### src/rtl/alu_share_arb.sv
// alu_share_arb: round-robin share of one combinational ALU between two
// requesters, one op in flight, tagged response with valid/ready.
// Ports: clk/rst (sync, active-high); req0_*/req1_* operation inputs with
// valid/ready; alu_* registered ops out to the ALU, alu_c plus flags back in;
// rsp_* tagged response channel; busy (state != IDLE).
// Optional: define ALU_SHARE_ARB_STATS_EN to add the saturating grant
// counters grant_cnt0/grant_cnt1 (CNT_WIDTH bits) and the stats_clr input.
module alu_share_arb #(
    parameter int DATA_WIDTH = 64
`ifdef ALU_SHARE_ARB_STATS_EN
    ,
    parameter int CNT_WIDTH  = 16
`endif
) (
    input  logic                  clk,
    input  logic                  rst,
    input  logic                  req0_valid,
    output logic                  req0_ready,
    input  logic [DATA_WIDTH-1:0] req0_in1,
    input  logic [DATA_WIDTH-1:0] req0_in2,
    input  logic [3:0]            req0_func3,
    input  logic [3:0]            req0_func7,
    input  logic                  req1_valid,
    output logic                  req1_ready,
    input  logic [DATA_WIDTH-1:0] req1_in1,
    input  logic [DATA_WIDTH-1:0] req1_in2,
    input  logic [3:0]            req1_func3,
    input  logic [3:0]            req1_func7,
    output logic [DATA_WIDTH-1:0] alu_in1,
    output logic [DATA_WIDTH-1:0] alu_in2,
    output logic [3:0]            alu_func3,
    output logic [3:0]            alu_func7,
    input  logic [DATA_WIDTH-1:0] alu_c,
    input  logic                  alu_zero,
    input  logic                  alu_cout,
    input  logic                  alu_overflow,
    input  logic                  alu_sign,
    output logic                  rsp_valid,
    input  logic                  rsp_ready,
    output logic                  rsp_id,
    output logic [DATA_WIDTH-1:0] rsp_data,
    output logic [3:0]            rsp_flags,
`ifdef ALU_SHARE_ARB_STATS_EN
    input  logic                  stats_clr,
    output logic [CNT_WIDTH-1:0]  grant_cnt0,
    output logic [CNT_WIDTH-1:0]  grant_cnt1,
`endif
    output logic                  busy
);

    typedef enum logic [1:0] {
        IDLE,
        EXEC,
        RESP
    } state_e;

    state_e                state_q, state_d;
    logic                  last_grant_q;
    logic                  id_q;
    logic [DATA_WIDTH-1:0] in1_q, in2_q;
    logic [3:0]            func3_q, func7_q;
    logic                  rsp_valid_q;
    logic                  rsp_id_q;
    logic [DATA_WIDTH-1:0] rsp_data_q;
    logic [3:0]            rsp_flags_q;

    logic can_accept, grant0, grant1, accept;

    // last_grant_q==1 means req0 wins the next tie.
    always_comb begin
        can_accept = !rst &&
                     ((state_q == IDLE) || ((state_q == RESP) && rsp_ready));
        grant0     = req0_valid && (!req1_valid || last_grant_q);
        grant1     = req1_valid && !grant0;
        accept     = can_accept && (grant0 || grant1);
    end

    assign req0_ready = can_accept && grant0;
    assign req1_ready = can_accept && grant1;

    always_comb begin
        state_d = state_q;
        unique case (state_q)
            IDLE:    if (accept) state_d = EXEC;
            EXEC:    state_d = RESP;
            RESP:    if (rsp_ready) state_d = accept ? EXEC : IDLE;
            default: state_d = IDLE;
        endcase
    end

    always_ff @(posedge clk) begin
        if (rst) begin
            state_q      <= IDLE;
            last_grant_q <= 1'b1;
            id_q         <= 1'b0;
            in1_q        <= '0;
            in2_q        <= '0;
            func3_q      <= '0;
            func7_q      <= '0;
            rsp_valid_q  <= 1'b0;
            rsp_id_q     <= 1'b0;
            rsp_data_q   <= '0;
            rsp_flags_q  <= '0;
        end else begin
            state_q <= state_d;
            if (accept) begin
                in1_q        <= grant1 ? req1_in1 : req0_in1;
                in2_q        <= grant1 ? req1_in2 : req0_in2;
                func3_q      <= grant1 ? req1_func3 : req0_func3;
                func7_q      <= grant1 ? req1_func7 : req0_func7;
                id_q         <= grant1;
                last_grant_q <= grant1;
            end
            if (state_q == EXEC) begin
                rsp_valid_q <= 1'b1;
                rsp_id_q    <= id_q;
                rsp_data_q  <= alu_c;
                rsp_flags_q <= {alu_overflow, alu_sign, alu_cout, alu_zero};
            end else if ((state_q == RESP) && rsp_ready) begin
                rsp_valid_q <= 1'b0;
            end
        end
    end

    assign alu_in1   = in1_q;
    assign alu_in2   = in2_q;
    assign alu_func3 = func3_q;
    assign alu_func7 = func7_q;
    assign rsp_valid = rsp_valid_q;
    assign rsp_id    = rsp_id_q;
    assign rsp_data  = rsp_data_q;
    assign rsp_flags = rsp_flags_q;
    assign busy      = (state_q != IDLE);

`ifdef ALU_SHARE_ARB_STATS_EN
    logic [CNT_WIDTH-1:0] cnt0_q, cnt1_q;

    // Clear has priority over a same-edge increment; counts saturate.
    always_ff @(posedge clk) begin
        if (rst || stats_clr) begin
            cnt0_q <= '0;
            cnt1_q <= '0;
        end else begin
            if (accept && grant0 && (cnt0_q != '1)) cnt0_q <= cnt0_q + 1'b1;
            if (accept && grant1 && (cnt1_q != '1)) cnt1_q <= cnt1_q + 1'b1;
        end
    end

    assign grant_cnt0 = cnt0_q;
    assign grant_cnt1 = cnt1_q;
`endif

endmodule

### config.mk
export PLATFORM = sky130hd
export DESIGN_NAME = alu_share_arb
export DESIGN_NICKNAME = d
export VERILOG_FILES = /design/src/rtl/alu_share_arb.sv
export SDC_FILE = /design/constraint.sdc
export NUM_CORES = 1
export LEC_CHECK = 0
export BUFFER_PORTS_ARGS = -buffer_cell sky130_fd_sc_hd__buf_2
export CAP_MARGIN = 40
export CORE_AREA = 2 2 217 219
export CTS_BUF_LIST = sky130_fd_sc_hd__clkbuf_8
export DETAILED_ROUTE_END_ITERATION = 6
export DIE_AREA = 0 0 219 221
export PLACE_DENSITY = 0.52
export SYNTH_ARGS = -nofsm -noshare
export SYNTH_HDL_FRONTEND = slang
export SYNTH_SLANG_ARGS = --single-unit
export TNS_END_PERCENT = 50
### constraint.sdc
create_clock -name clk -period 1.45 [get_ports clk]
set_clock_uncertainty 0.05 [all_clocks]
set_input_delay 0.0725 -clock clk [delete_from_list [all_inputs] [get_ports clk]]
set_output_delay 0.0725 -clock clk [all_outputs]
set_load 0.01 [all_outputs]
==> results.md <==
- Status: finished, violations left
- Failing checks: setup timing
- Sequential element share of the synthesized area: 47.1%
- Antenna Nets Post-Route: 0
- Final nets: 2244
- Fin. Hold Viols: 0
- Distinct cells, synth: 27
- Die area: 48400 µm²
- Crit path capture type: output port
- Leakage: 0.00816 µW
- Worst EP arrival: 1.56 ns
- Drt wl/cell: 18.8 µm
- Crit Path Class: flop to output port
- DRC: 0
- First-pass GRT wire length: 68.4 mm
- Die Ht: 221 µm
- Cell area after synthesis: 8930 µm²
- Crit path launch type: flop
- Clk sinks: 210
- Pins Over Slew Limit: 0
- Syn. warnings: 0
- CTS tree: yes
- Largest net degree at the start of global routing: 98
- Synth top area share: 47.1%
- Minimum clock period: 1.69 ns
- Clk root buf: clkbuf_8
- Power per cell area: 922 nW/µm²
- DRT iter0 DRCs: 601
- Vias in the first global route: 12600
- Fin crit share: 116%
- HP Class: input pin to flop
- Grt ovf: 0
- CP Cell Sequence: a21bo_4 -> buf_12 -> buf_8 -> nor2_4 -> buf_6
- Io pins: 554
- Clock Path Buffers: 3
- Placed inst area: 12800 µm²
- Skew-Pair Late Insertion Delay: 0.57 ns
- Total CTS buffers: 40
- Clk pin slew, worst setup/hold paths: 0.06 ns
- First-pass DRT Iterations: 5
- Via-to-Cell Ratio: 4.76
- Max-cap check violation count: 0
- Core area: 46100 µm²
- Synthesis-to-finish area growth: 112%
- CP Max Fanout: 3
- Gp weighted congestion: 0.827
- Layout cells sized above 1: 46.1%
- Total global-route track usage: 18.0%
- Cell at the slowest stage of the critical path: dfxtp_4
- Die width: 219 µm
- # port buffers: 553
- Final setup vio count: 130
- #FFs+latches synth: 210
- Worst path required time: 1.33 ns
- Std-Cell Rows: 79
- Initial antenna violation count: 7
- Synth top area cells: dfxtp_1, o32ai_1, a221oi_1
- Post-route design area: 19000 µm²
- Post-synth top cells: dfxtp_1, nand2_1, inv_1, o32ai_1, a221oi_1
- Achievable Freq: 593 MHz
- Net Count, Synth: 1309
- Starting Density: 19.4%
- Gate count of the mapped netlist: 964
- Least-Margin Pin Slew: 0.639 ns
- Largest stage delay, worst path: 0.36 ns
- Via count of the routed design: 12100
- Fin util: 41.2%
- Synth async-reset ratio: 0%
- Synth Area per Inst: 9.26 µm²
- Post-DP HPWL: 26.0 mm
- Most frequent cell after synthesis: dfxtp_1
- EDFF count, synth: 0
- Setup ws final: -0.236 ns
- Synth Flop Type: dfxtp_1
- Max VDD drop: 0.597 mV
- Largest area contributor in the netlist: dfxtp_1
- Rel. slew slack: 57.4%
- Unrepaired setup endpoints after global routing: yes
- Drt total wl: 47.5 mm
- # H-tree levels: 2
[logic make-up after synthesis]
family / Yosys count / synth area share (%)
and+or+nand+nor: 155 / 6.94
DFF: 210 / 47.1
AOI/OAI and AO/OA: 347 / 33.9
buffers and inverters: 252 / 12.1
[per-stage QoR]
step | cells | hold WS, ns | setup TNS, ns | total power [µW] | setup WS [ns]
CTS | 2514 | -0.200 | -18.77 | 17300 | -0.340
global route | 2532 | 0.0274 | -28.22 | 18300 | -0.352
global placement | 2076 | 0.264 | -0.0920 | 10000 | -0.0341
finish | 2532 | 0.0380 | -16.31 | 17500 | -0.236
floorplan | 964 | 0.158 | 0 | 8360 | 0.0917
detailed placement | 2076 | 0.268 | -0.880 | 10100 | -0.0624
[sequential cells by signal, indices dropped and copies added (netlist names)]
signal / cells
alu_in1: 64
alu_in2: 64
rsp_data: 64
alu_func3: 4
alu_func7: 4
rsp_flags: 4
state_q: 2
id_q: 1
last_grant_q: 1
rsp_id: 1
rsp_valid: 1
[final timing paths]
check	end	slack [ns]	cells after the start	start
worst max-delay path	req1_ready	-0.24	5	last_grant_q$_SDFFE_PP1P_
worst min-delay path	alu_in1[54]$_SDFFE_PP0P_	0.04	4	req0_in1[54]
worst min register to register	rsp_data[63]$_SDFFE_PP0P_	0.40	2	rsp_data[63]$_SDFFE_PP0P_
worst max register to register	alu_in2[46]$_SDFFE_PP0P_	-0.23	6	last_grant_q$_SDFFE_PP1P_
[layout by cell type (no fill, tap or decap), drive strengths merged, types with 2 or more instances in the layout]
cell         count
clkbuf          53
nor2             5
dlygate4sd3    343
inv            149
nand2b           3
nand2          139
dfxtp          210
a21oi           70
bufbuf           8
clkinv           2
nand3b           2
diode            5
buf            652
o21ai            2
nor2b            2
a221oi         136
o32ai          136
[report_power, final]
| group | switching [µW] | internal, µW | leakage (µW) |
|---|---|---|---|
| combinational | 2490 | 2800 | 0.00601 |
| clock | 2600 | 3070 | 0.000420 |
| sequential | 275 | 6270 | 0.00173 |
| total | 5360 | 12100 | 0.00816 |
[worst max-delay path: cells and delay by family (launching register included)]
kind            cells  cell delay, ns
simple gates        1            0.07
flops               1            0.36
compound gates      1            0.22
buf+inv             3            0.34
[what timing repair did]
item	CTS	global route
setup endpoints to repair	101	207
hold endpoints to repair	209	2
gates cloned	16	5
hold buffers	342	1
buffers inserted	18	8
pin swaps	29	33
gates resized for setup	130	65
[routing by layer]
metal	vias up	GRT usage [%]	share of wire, %	wire length, µm
li1	5483	-	-	-
met1	5658	18.6	36	17300
met5	-	0	0.042	20
met4	4	11.8	6.5	3090
met2	702	31.3	48	23000
met3	215	5.62	8.6	4090
[layout make-up]
| class | count | area [µm²] |
|---|---|---|
| Fill cell | 4278 | 27100 |
| Timing Repair Buffer | 1006 | 7970 |
| Multi-Input combinational cell | 502 | 4740 |
| Sequential cell | 210 | 4210 |
| Tap cell | 607 | 759 |
| Clock buffer | 50 | 688 |
| Inverter | 139 | 524 |
| Clock inverter | 13 | 60.1 |
| Antenna cell | 5 | 12.5 |
No activity file was read; power rests on OpenSTA's default activity.
